[src/rtl/cla_pkg.sv]
// Shared types and helpers for the serial carry-lookahead sequencer.
// The nibble slice width is fixed; only the operand width varies.
package cla_pkg;

    typedef enum logic [1:0] {
        IDLE = 2'd0,
        RUN  = 2'd1,
        DONE = 2'd2
    } state_t;

    localparam int NIB_BITS = 4;

    // Width of the nibble index; a single-nibble operand still keeps one bit.
    function automatic int idx_width(input int nib);
        if (nib > 1) begin
            return $clog2(nib);
        end else begin
            return 1;
        end
    endfunction

endpackage

[src/rtl/cla_nibble.sv]
// Purely combinational 4-bit carry-lookahead slice.
// carry[i] is the carry out of bit i, so carry[3] feeds the next nibble.
module cla_nibble
    import cla_pkg::*;
(
    input  logic [NIB_BITS-1:0] A,
    input  logic [NIB_BITS-1:0] B,
    input  logic                cIn,
    output logic [NIB_BITS-1:0] sum,
    output logic [NIB_BITS-1:0] carry
);

    logic [NIB_BITS-1:0] gen_s;
    logic [NIB_BITS-1:0] prop_s;
    logic [NIB_BITS-1:0] cin_bit_s;

    assign gen_s  = A & B;
    assign prop_s = A ^ B;

    // Flattened lookahead equations: every carry depends only on g/p and cIn.
    always_comb begin
        carry[0] = gen_s[0] | (prop_s[0] & cIn);
        carry[1] = gen_s[1] | (prop_s[1] & gen_s[0])
                 | (prop_s[1] & prop_s[0] & cIn);
        carry[2] = gen_s[2] | (prop_s[2] & gen_s[1])
                 | (prop_s[2] & prop_s[1] & gen_s[0])
                 | (prop_s[2] & prop_s[1] & prop_s[0] & cIn);
        carry[3] = gen_s[3] | (prop_s[3] & gen_s[2])
                 | (prop_s[3] & prop_s[2] & gen_s[1])
                 | (prop_s[3] & prop_s[2] & prop_s[1] & gen_s[0])
                 | (prop_s[3] & prop_s[2] & prop_s[1] & prop_s[0] & cIn);
    end

    assign cin_bit_s = {carry[2:0], cIn};
    assign sum       = prop_s ^ cin_bit_s;

endmodule

[src/rtl/cla_serial_sequencer.sv]
// Wide adder that time-shares one 4-bit lookahead slice, LSB nibble first,
// with valid/ready handshakes on the operand and result sides.
module cla_serial_sequencer
    import cla_pkg::*;
#(
    parameter int WIDTH = 16
) (
    input  logic             clk,
    input  logic             rst,
    input  logic             inValid,
    output logic             inReady,
    input  logic [WIDTH-1:0] A,
    input  logic [WIDTH-1:0] B,
    input  logic             cIn,
    output logic             outValid,
    input  logic             outReady,
    output logic [WIDTH-1:0] sum,
    output logic             cOut,
    output logic             ovf,
    output logic             busy
);

    localparam int NIB  = WIDTH / NIB_BITS;
    localparam int IDXW = idx_width(NIB);
    localparam logic [IDXW-1:0] LAST_IDX = IDXW'(NIB - 1);
    localparam logic [IDXW-1:0] IDX_ONE  = IDXW'(1);

    if ((WIDTH < NIB_BITS) || ((WIDTH % NIB_BITS) != 0)) begin : g_bad_width
        $error("cla_serial_sequencer: WIDTH must be a positive multiple of 4");
    end

    state_t              state_r;
    state_t              state_next_s;
    logic [WIDTH-1:0]    a_r;
    logic [WIDTH-1:0]    b_r;
    logic [WIDTH-1:0]    sum_r;
    logic                carry_r;
    logic                cout_r;
    logic                ovf_r;
    logic [IDXW-1:0]     idx_r;
    logic                last_s;
    logic [NIB_BITS-1:0] nib_a_s;
    logic [NIB_BITS-1:0] nib_b_s;
    logic [NIB_BITS-1:0] nib_sum_s;
    logic [NIB_BITS-1:0] nib_carry_s;
    logic                in_ready_s;
    logic                out_valid_s;
    logic                busy_s;

    assign last_s  = (idx_r == LAST_IDX);
    assign nib_a_s = a_r[NIB_BITS*int'(idx_r) +: NIB_BITS];
    assign nib_b_s = b_r[NIB_BITS*int'(idx_r) +: NIB_BITS];

    cla_nibble u_nibble (
        .A     (nib_a_s),
        .B     (nib_b_s),
        .cIn   (carry_r),
        .sum   (nib_sum_s),
        .carry (nib_carry_s)
    );

    // State register.
    always_ff @(posedge clk or posedge rst) begin
        if (rst) begin
            state_r <= IDLE;
        end else begin
            state_r <= state_next_s;
        end
    end

    // Next-state logic.
    always_comb begin
        state_next_s = state_r;
        case (state_r)
            IDLE: begin
                if (inValid) begin
                    state_next_s = RUN;
                end else begin
                    state_next_s = IDLE;
                end
            end
            RUN: begin
                if (last_s) begin
                    state_next_s = DONE;
                end else begin
                    state_next_s = RUN;
                end
            end
            DONE: begin
                if (outReady) begin
                    state_next_s = IDLE;
                end else begin
                    state_next_s = DONE;
                end
            end
            default: state_next_s = IDLE;
        endcase
    end

    // Handshake and status decode; all are functions of the state register only.
    always_comb begin
        in_ready_s  = 1'b0;
        out_valid_s = 1'b0;
        busy_s      = 1'b0;
        case (state_r)
            IDLE: in_ready_s = 1'b1;
            RUN:  busy_s     = 1'b1;
            DONE: begin
                out_valid_s = 1'b1;
                busy_s      = 1'b1;
            end
            default: in_ready_s = 1'b0;
        endcase
    end

    // Operand latch, nibble-serial accumulation and final flag capture.
    always_ff @(posedge clk or posedge rst) begin
        if (rst) begin
            a_r     <= '0;
            b_r     <= '0;
            sum_r   <= '0;
            carry_r <= 1'b0;
            cout_r  <= 1'b0;
            ovf_r   <= 1'b0;
            idx_r   <= '0;
        end else begin
            case (state_r)
                IDLE: begin
                    if (inValid) begin
                        a_r     <= A;
                        b_r     <= B;
                        carry_r <= cIn;
                        idx_r   <= '0;
                    end
                end
                RUN: begin
                    sum_r[NIB_BITS*int'(idx_r) +: NIB_BITS] <= nib_sum_s;
                    carry_r <= nib_carry_s[NIB_BITS-1];
                    idx_r   <= idx_r + IDX_ONE;
                    // Overflow compares carries into and out of the MSB.
                    if (last_s) begin
                        cout_r <= nib_carry_s[NIB_BITS-1];
                        ovf_r  <= nib_carry_s[NIB_BITS-1] ^ nib_carry_s[NIB_BITS-2];
                    end
                end
                default: begin
                end
            endcase
        end
    end

    assign inReady  = in_ready_s;
    assign outValid = out_valid_s;
    assign busy     = busy_s;
    assign sum      = sum_r;
    assign cOut     = cout_r;
    assign ovf      = ovf_r;

endmodule

[config.mk]
export PLATFORM = sky130hd
export DESIGN_NAME = cla_serial_sequencer
export DESIGN_NICKNAME = d
export VERILOG_FILES = /design/src/rtl/cla_pkg.sv /design/src/rtl/cla_nibble.sv /design/src/rtl/cla_serial_sequencer.sv
export SDC_FILE = /design/constraint.sdc
export NUM_CORES = 1
export LEC_CHECK = 0
export CAP_MARGIN = 20
export CELL_PAD_IN_SITES_DETAIL_PLACEMENT = 2
export CELL_PAD_IN_SITES_GLOBAL_PLACEMENT = 2
export CORE_MARGIN = 10
export CORE_UTILIZATION = 34
export DETAILED_ROUTE_END_ITERATION = 10
export PLACE_DENSITY = 0.77
export SYNTH_ARGS = -nofsm -noshare
export SYNTH_HDL_FRONTEND = slang
export SYNTH_SLANG_ARGS = --single-unit
export TNS_END_PERCENT = 50
[constraint.sdc]
create_clock -name clk -period 3.09 [get_ports clk]
set_input_delay 0.618 -clock clk [delete_from_list [all_inputs] [get_ports clk]]
set_output_delay 0.618 -clock clk [all_outputs]
set_load 0.03 [all_outputs]
==> results.json, run 1 <==
{
  "status": "complete, no violations",
  "die_h_um": 107.3,
  "place_ws_ns": 0.5264,
  "die_w_um": 107.3,
  "skew_ns": 0.006009,
  "dr.pass1.iters": 3,
  "cp-end-kind": "register",
  "worst_slew_pin_slew_ns": 0.6126,
  "avgViaCountPerCell": 5.009,
  "drt_wl_total_mm": 6.711,
  "setup_ws_ns": 0.5484,
  "period_share_pct": 82.25,
  "synth_flop_cell": "dfrtp_1",
  "layout-drive-gt1-share_pct": 24.69,
  "numCtsBuffers": 5,
  "dp_hpwl_mm": 5.071,
  "rsz0062_at_grt": "no",
  "post-route-min-period_ns": 2.542,
  "grt_pass1_wl_mm": 10.94,
  "synth_area_leaders": "dfrtp_1, mux2_2, ha_1, mux4_2, a22o_1",
  "critPathKind": "register to register",
  "top_layer": "met4",
  "ys_seq_area_share_pct": 53.11,
  "cts_hold_buf": 0,
  "synth.distinct_cells": 33,
  "clock_sinks": 55,
  "finalPower_mw": 4.269,
  "diodes": 0,
  "drtIter0Drc": 40,
  "powerDensity_nw_per_um2": 1248,
  "register_area_um2": 1376,
  "ant_nets": 0,
  "io_buffers": 57,
  "critPathArrivalTime_ns": 2.79,
  "syn-instance-count": 177,
  "critPathLaunchType": "register",
  "wl_met3_um": 356,
  "start_util_pct": 35.35,
  "ir_drop_mv": 0.4398,
  "required_ns": 3.34,
  "synth_top_cell_area_share_pct": 53.11,
  "slew_headroom_pct": 59.10,
  "multiInputGateArea_um2": 1161,
  "wl_per_cell_um": 19.86,
  "area_growth_pct": 32.06,
  "vias": 1693,
  "synth_top_area_cell": "dfrtp_1",
  "final-max-slew-violation-count": 0,
  "grt_remaining_overflow": 0,
  "layout_common_cells": "clkdlybuf4s50_1, dfrtp_1, mux2_2",
  "wl_met1_mm": 2.653,
  "clk_pin_slew_ns": 0.09,
  "cap_violations": 0,
  "r2r_slack_ns": 0.55,
  "async_flop_share_pct": 100.0,
  "finalSetupTns_ns": 0,
  "synthesis.nets": 230,
  "cts_root_buf": "clkbuf_8",
  "htreeDepth": 2,
  "ios": 58,
  "worstSkewPairLatency_ns": 0.31,
  "synth_area_um2": 2591,
  "gp_congestion": 0.7512,
  "ys_seq_elements": 55,
  "nets": 291,
  "core-area_um2": 7331,
  "post_cts_buffers": 0,
  "holdWs_ns": 0.5083,
  "dieArea_um2": 11510,
  "yosys_warnings": 0,
  "drc": 0,
  "reg2reg_depth": 7,
  "avgSynthCellArea_um2": 14.64,
  "placement_rows": 31,
  "grt_max_degree": 35,
  "antenna_found_initial": 0,
  "p_leak_nw": 1.456,
  "fmax_ghz": 0.3935,
  "synth-edff-count": 0,
  "layout.cells.most_common": "clkdlybuf4s50_1",
  "grt_pass1_vias": 2040,
  "cts-resized-gates": 0,
  "tritoncts": "yes",
  "cts.path.max_buffers": 2,
  "nFillCells": 715,
  "hold_depth": 1,
  "track_usage_pct": 12.02,
  "setup_viol": 0,
  "finalHoldViolations": 0,
  "hold_class": "register to register",
  "crit_fanout": 11,
  "wl_met2_mm": 3.622
}
==> synthesized netlist by cell type, types with 2 or more instances <==
cell type  instances
mux4_2             8
and4_1             2
ha_1              15
buf_2              4
mux2_2            33
a31oi_1            2
inv_1              6
nand2b_1           3
a21oi_1            5
a22o_1            17
nand2_1            6
dfrtp_1           55
==> metal layers <==
layer | up-vias | GRT usage (%)
met5 | - | 0
met4 | 0 | 3.482
met3 | 7 | 3.653
met2 | 41 | 22.16
met1 | 878 | 12.84
li1 | 767 | -
==> layout make-up <==
class	instances	share of cell area, %
tap	99	3.620
multi-input combinational	110	33.93
timing repair buffer	60	17.70
clock buffer	6	2.121
inverter	6	0.6581
clock inverter	2	1.755
sequential	55	40.22
==> registers in the layout, summed over array words and instances, names as in the netlist <==
| signal | cells |
|---|---|
| a_r | 16 |
| b_r | 16 |
| sum | 16 |
| idx_r | 2 |
| state_r | 2 |
| cOut | 1 |
| carry_r | 1 |
| ovf | 1 |
==> stage by stage <==
| step | utilization (%) | instance area [um2] | std cells |
|---|---|---|---|
| final | 46.68 | 3422 | 338 |
| after global routing | 46.68 | 3422 | 338 |
| after CTS | 46.68 | 3422 | 338 |
| after detailed placement | 44.87 | 3289 | 330 |
| after global placement | 44.87 | 3289 | 330 |
| after floorplan | - | 2591 | 177 |
==> worst max-delay path: stages (launching register included) <==
cell	delay (ns)
dfrtp_1	0.57
buf_4	0.28
mux4_2	0.53
ha_1	0.33
o21ai_1	0.09
o21bai_2	0.24
xor2_2	0.26
a22o_1	0.19
==> cell families after synthesis <==
family	Yosys count	share of synthesized area, %
mux	42	21.68
compound gates	31	9.705
flops	55	53.11
buf+inv	12	2.076
simple gates	18	4.104
fa+ha+maj	16	8.015
xor+xnor	3	1.304
==> worst paths after layout <==
check,startpoint,end
setup / recovery,idx_r[0],sum[3]
hold / removal,a_r[15],a_r[15]
setup reg to reg,idx_r[0],sum[3]
hold reg to reg,a_r[15],a_r[15]
max in group asynchronous,rst,a_r[3]
min in group asynchronous,rst,sum[14]
==> power breakdown <==
group	internal, mW	switching [mW]	total [mW]
Combinational	1.09	1.32	2.41
Sequential	1.05	0.249	1.30
Clock	0.324	0.232	0.555
Total	2.47	1.80	4.27
No activity file was read; power rests on OpenSTA's default activity.
==> inputs of run 2 (changes only) <==
==> constraint.sdc (replaced) <==
create_clock -name clk -period 2.6 [get_ports clk]
set_input_delay 0.52 -clock clk [delete_from_list [all_inputs] [get_ports clk]]
set_output_delay 0.52 -clock clk [all_outputs]
set_load 0.03 [all_outputs]
==> run 2 against run 1 <==
  * Clock power rose by 5.6%
  * Design area rose by 0.44%
  * Wire length fell by 3.4%
  * Critical path type unchanged
==> results.json, run 2 (synthesis gave the netlist of run 1 again) <==
{
  "final_core_util_pct": 46.89,
  "layout.cells.most_common": "clkdlybuf4s50_1",
  "cts_hold_buf": 0,
  "die_h_um": 107.3,
  "critPathLaunchType": "register",
  "track_usage_pct": 11.72,
  "grt_pass1_wl_mm": 10.80,
  "slew_headroom_pct": 70.72,
  "die_w_um": 107.3,
  "final-max-slew-violation-count": 0,
  "fmax_ghz": 0.4100,
  "r2r_start": "idx_r[0]",
  "drt_wl_total_mm": 6.483,
  "p_leak_nw": 1.471,
  "drtIter0Drc": 43,
  "clock_sinks": 55,
  "ir_drop_mv": 0.5716,
  "io_buffers": 57,
  "hold_class": "input port to asynchronous set/reset pin",
  "dieArea_um2": 11510,
  "vias": 1701,
  "skew_ns": 0.008997,
  "placement_rows": 31,
  "wl_per_cell_um": 18.96,
  "avgViaCountPerCell": 4.974,
  "htreeDepth": 2,
  "reg2reg_to": "sum[3]",
  "post_cts_buffers": 0,
  "status": "complete, no violations",
  "gp_congestion": 0.7672,
  "layout-drive-gt1-share_pct": 26.34,
  "post-route-min-period_ns": 2.439,
  "dp_hpwl_mm": 5.233,
  "numCtsBuffers": 5,
  "nFillCells": 703,
  "antenna_found_initial": 0,
  "ios": 58,
  "powerDensity_nw_per_um2": 1495,
  "cts_root_buf": "clkbuf_8",
  "crit_fanout": 5,
  "grt_max_degree": 35,
  "dr.pass1.iters": 2,
  "layout_common_cells": "clkdlybuf4s50_1, dfrtp_1, mux2_2",
  "critPathKind": "register to register",
  "grt_remaining_overflow": 0,
  "ant_nets": 0,
  "cap_violations": 0,
  "reg2reg_depth": 6,
  "critPathArrivalTime_ns": 2.64,
  "finalSetupTns_ns": 0,
  "area_growth_pct": 32.64,
  "drc": 0,
  "start_util_pct": 35.35,
  "rsz0062_at_grt": "no",
  "worstSkewPairLatency_ns": 0.31,
  "diodes": 0,
  "clk_pin_slew_ns": 0.10,
  "worst_slew_pin_slew_ns": 0.4346,
  "core-area_um2": 7331,
  "nets": 295,
  "r2r_slack_ns": 0.16,
  "cts.path.max_buffers": 2,
  "cts-resized-gates": 0,
  "setup_viol": 0,
  "period_share_pct": 93.80,
  "cp-end-kind": "register",
  "required_ns": 2.80,
  "finalHoldViolations": 0,
  "grt_pass1_vias": 2052,
  "tritoncts": "yes"
}
==> run 2: final cells by class <==
| cell class | instances | area [um2] | share of cell area (%) |
|---|---|---|---|
| clock buffers | 6 | 82.58 | 2.403 |
| clock inverters | 2 | 35.03 | 1.019 |
| flip-flops and latches | 55 | 1376 | 40.04 |
| inverters | 6 | 22.52 | 0.6553 |
| multi-input cells | 110 | 1161 | 33.78 |
| repair buffers | 64 | 635.6 | 18.49 |
| well taps | 99 | 123.9 | 3.604 |
==> run 2: power by group <==
part	switching [mW]	internal, mW
registers	0.278	1.25
logic	1.58	1.44
clock network	0.274	0.312
==> run 2: per-layer routing <==
layer / part of all wire (%) / vias to the layer above / track usage (%)
li1: - / 781 / -
met4: 0.62 / 0 / 3.191
met1: 43 / 874 / 13.53
met5: 0 / - / 0
met3: 4.1 / 3 / 3.174
met2: 52 / 43 / 20.77
==> run 2: critical path, cell delays in order, from the launching register on <==
cell and delay [ns]:
dfrtp_1 0.50, mux4_2 0.61, ha_1 0.36, a211oi_2 0.29, o21bai_2 0.15, xor2_2 0.19, a22o_1 0.22
==> run 2: stage by stage <==
step,hold slack [ns],worst slack [ns],cells,total power [mW],area [um2]
final,0.4516,0.1612,342,5.138,3437
after global routing,0.4739,0.005411,342,5.508,3437
after CTS,0.4585,0.1453,342,5.226,3437
after detailed placement,0.4965,0.1752,334,4.607,3319
after global placement,0.4849,0.2514,334,4.470,3319
after floorplan,0.4739,0.1805,177,3.492,2591
==> run 2: worst max path at each step <==
stage	depth (start not counted)	start	slack [ns]	endpoint
finish	6	idx_r[0]	0.16	sum[3]
global route	7	idx_r[0]	0.005	sum[7]
CTS	7	idx_r[0]	0.15	sum[3]
detailed placement	7	idx_r[0]	0.18	sum[7]
global placement	7	idx_r[0]	0.25	sum[3]
floorplan	7	idx_r[0]	0.18	sum[3]
==> inputs of run 3 (changes only) <==
--- a/config.mk
+++ b/config.mk
@@ -10,6 +10,7 @@
 export CELL_PAD_IN_SITES_GLOBAL_PLACEMENT = 2
 export CORE_MARGIN = 10
 export CORE_UTILIZATION = 34
+export CTS_CLUSTER_SIZE = 40
 export DETAILED_ROUTE_END_ITERATION = 10
 export PLACE_DENSITY = 0.77
 export SYNTH_ARGS = -nofsm -noshare
==> results of run 3 <==
The final DEF is identical to that of run 2; final timing and power are the same.
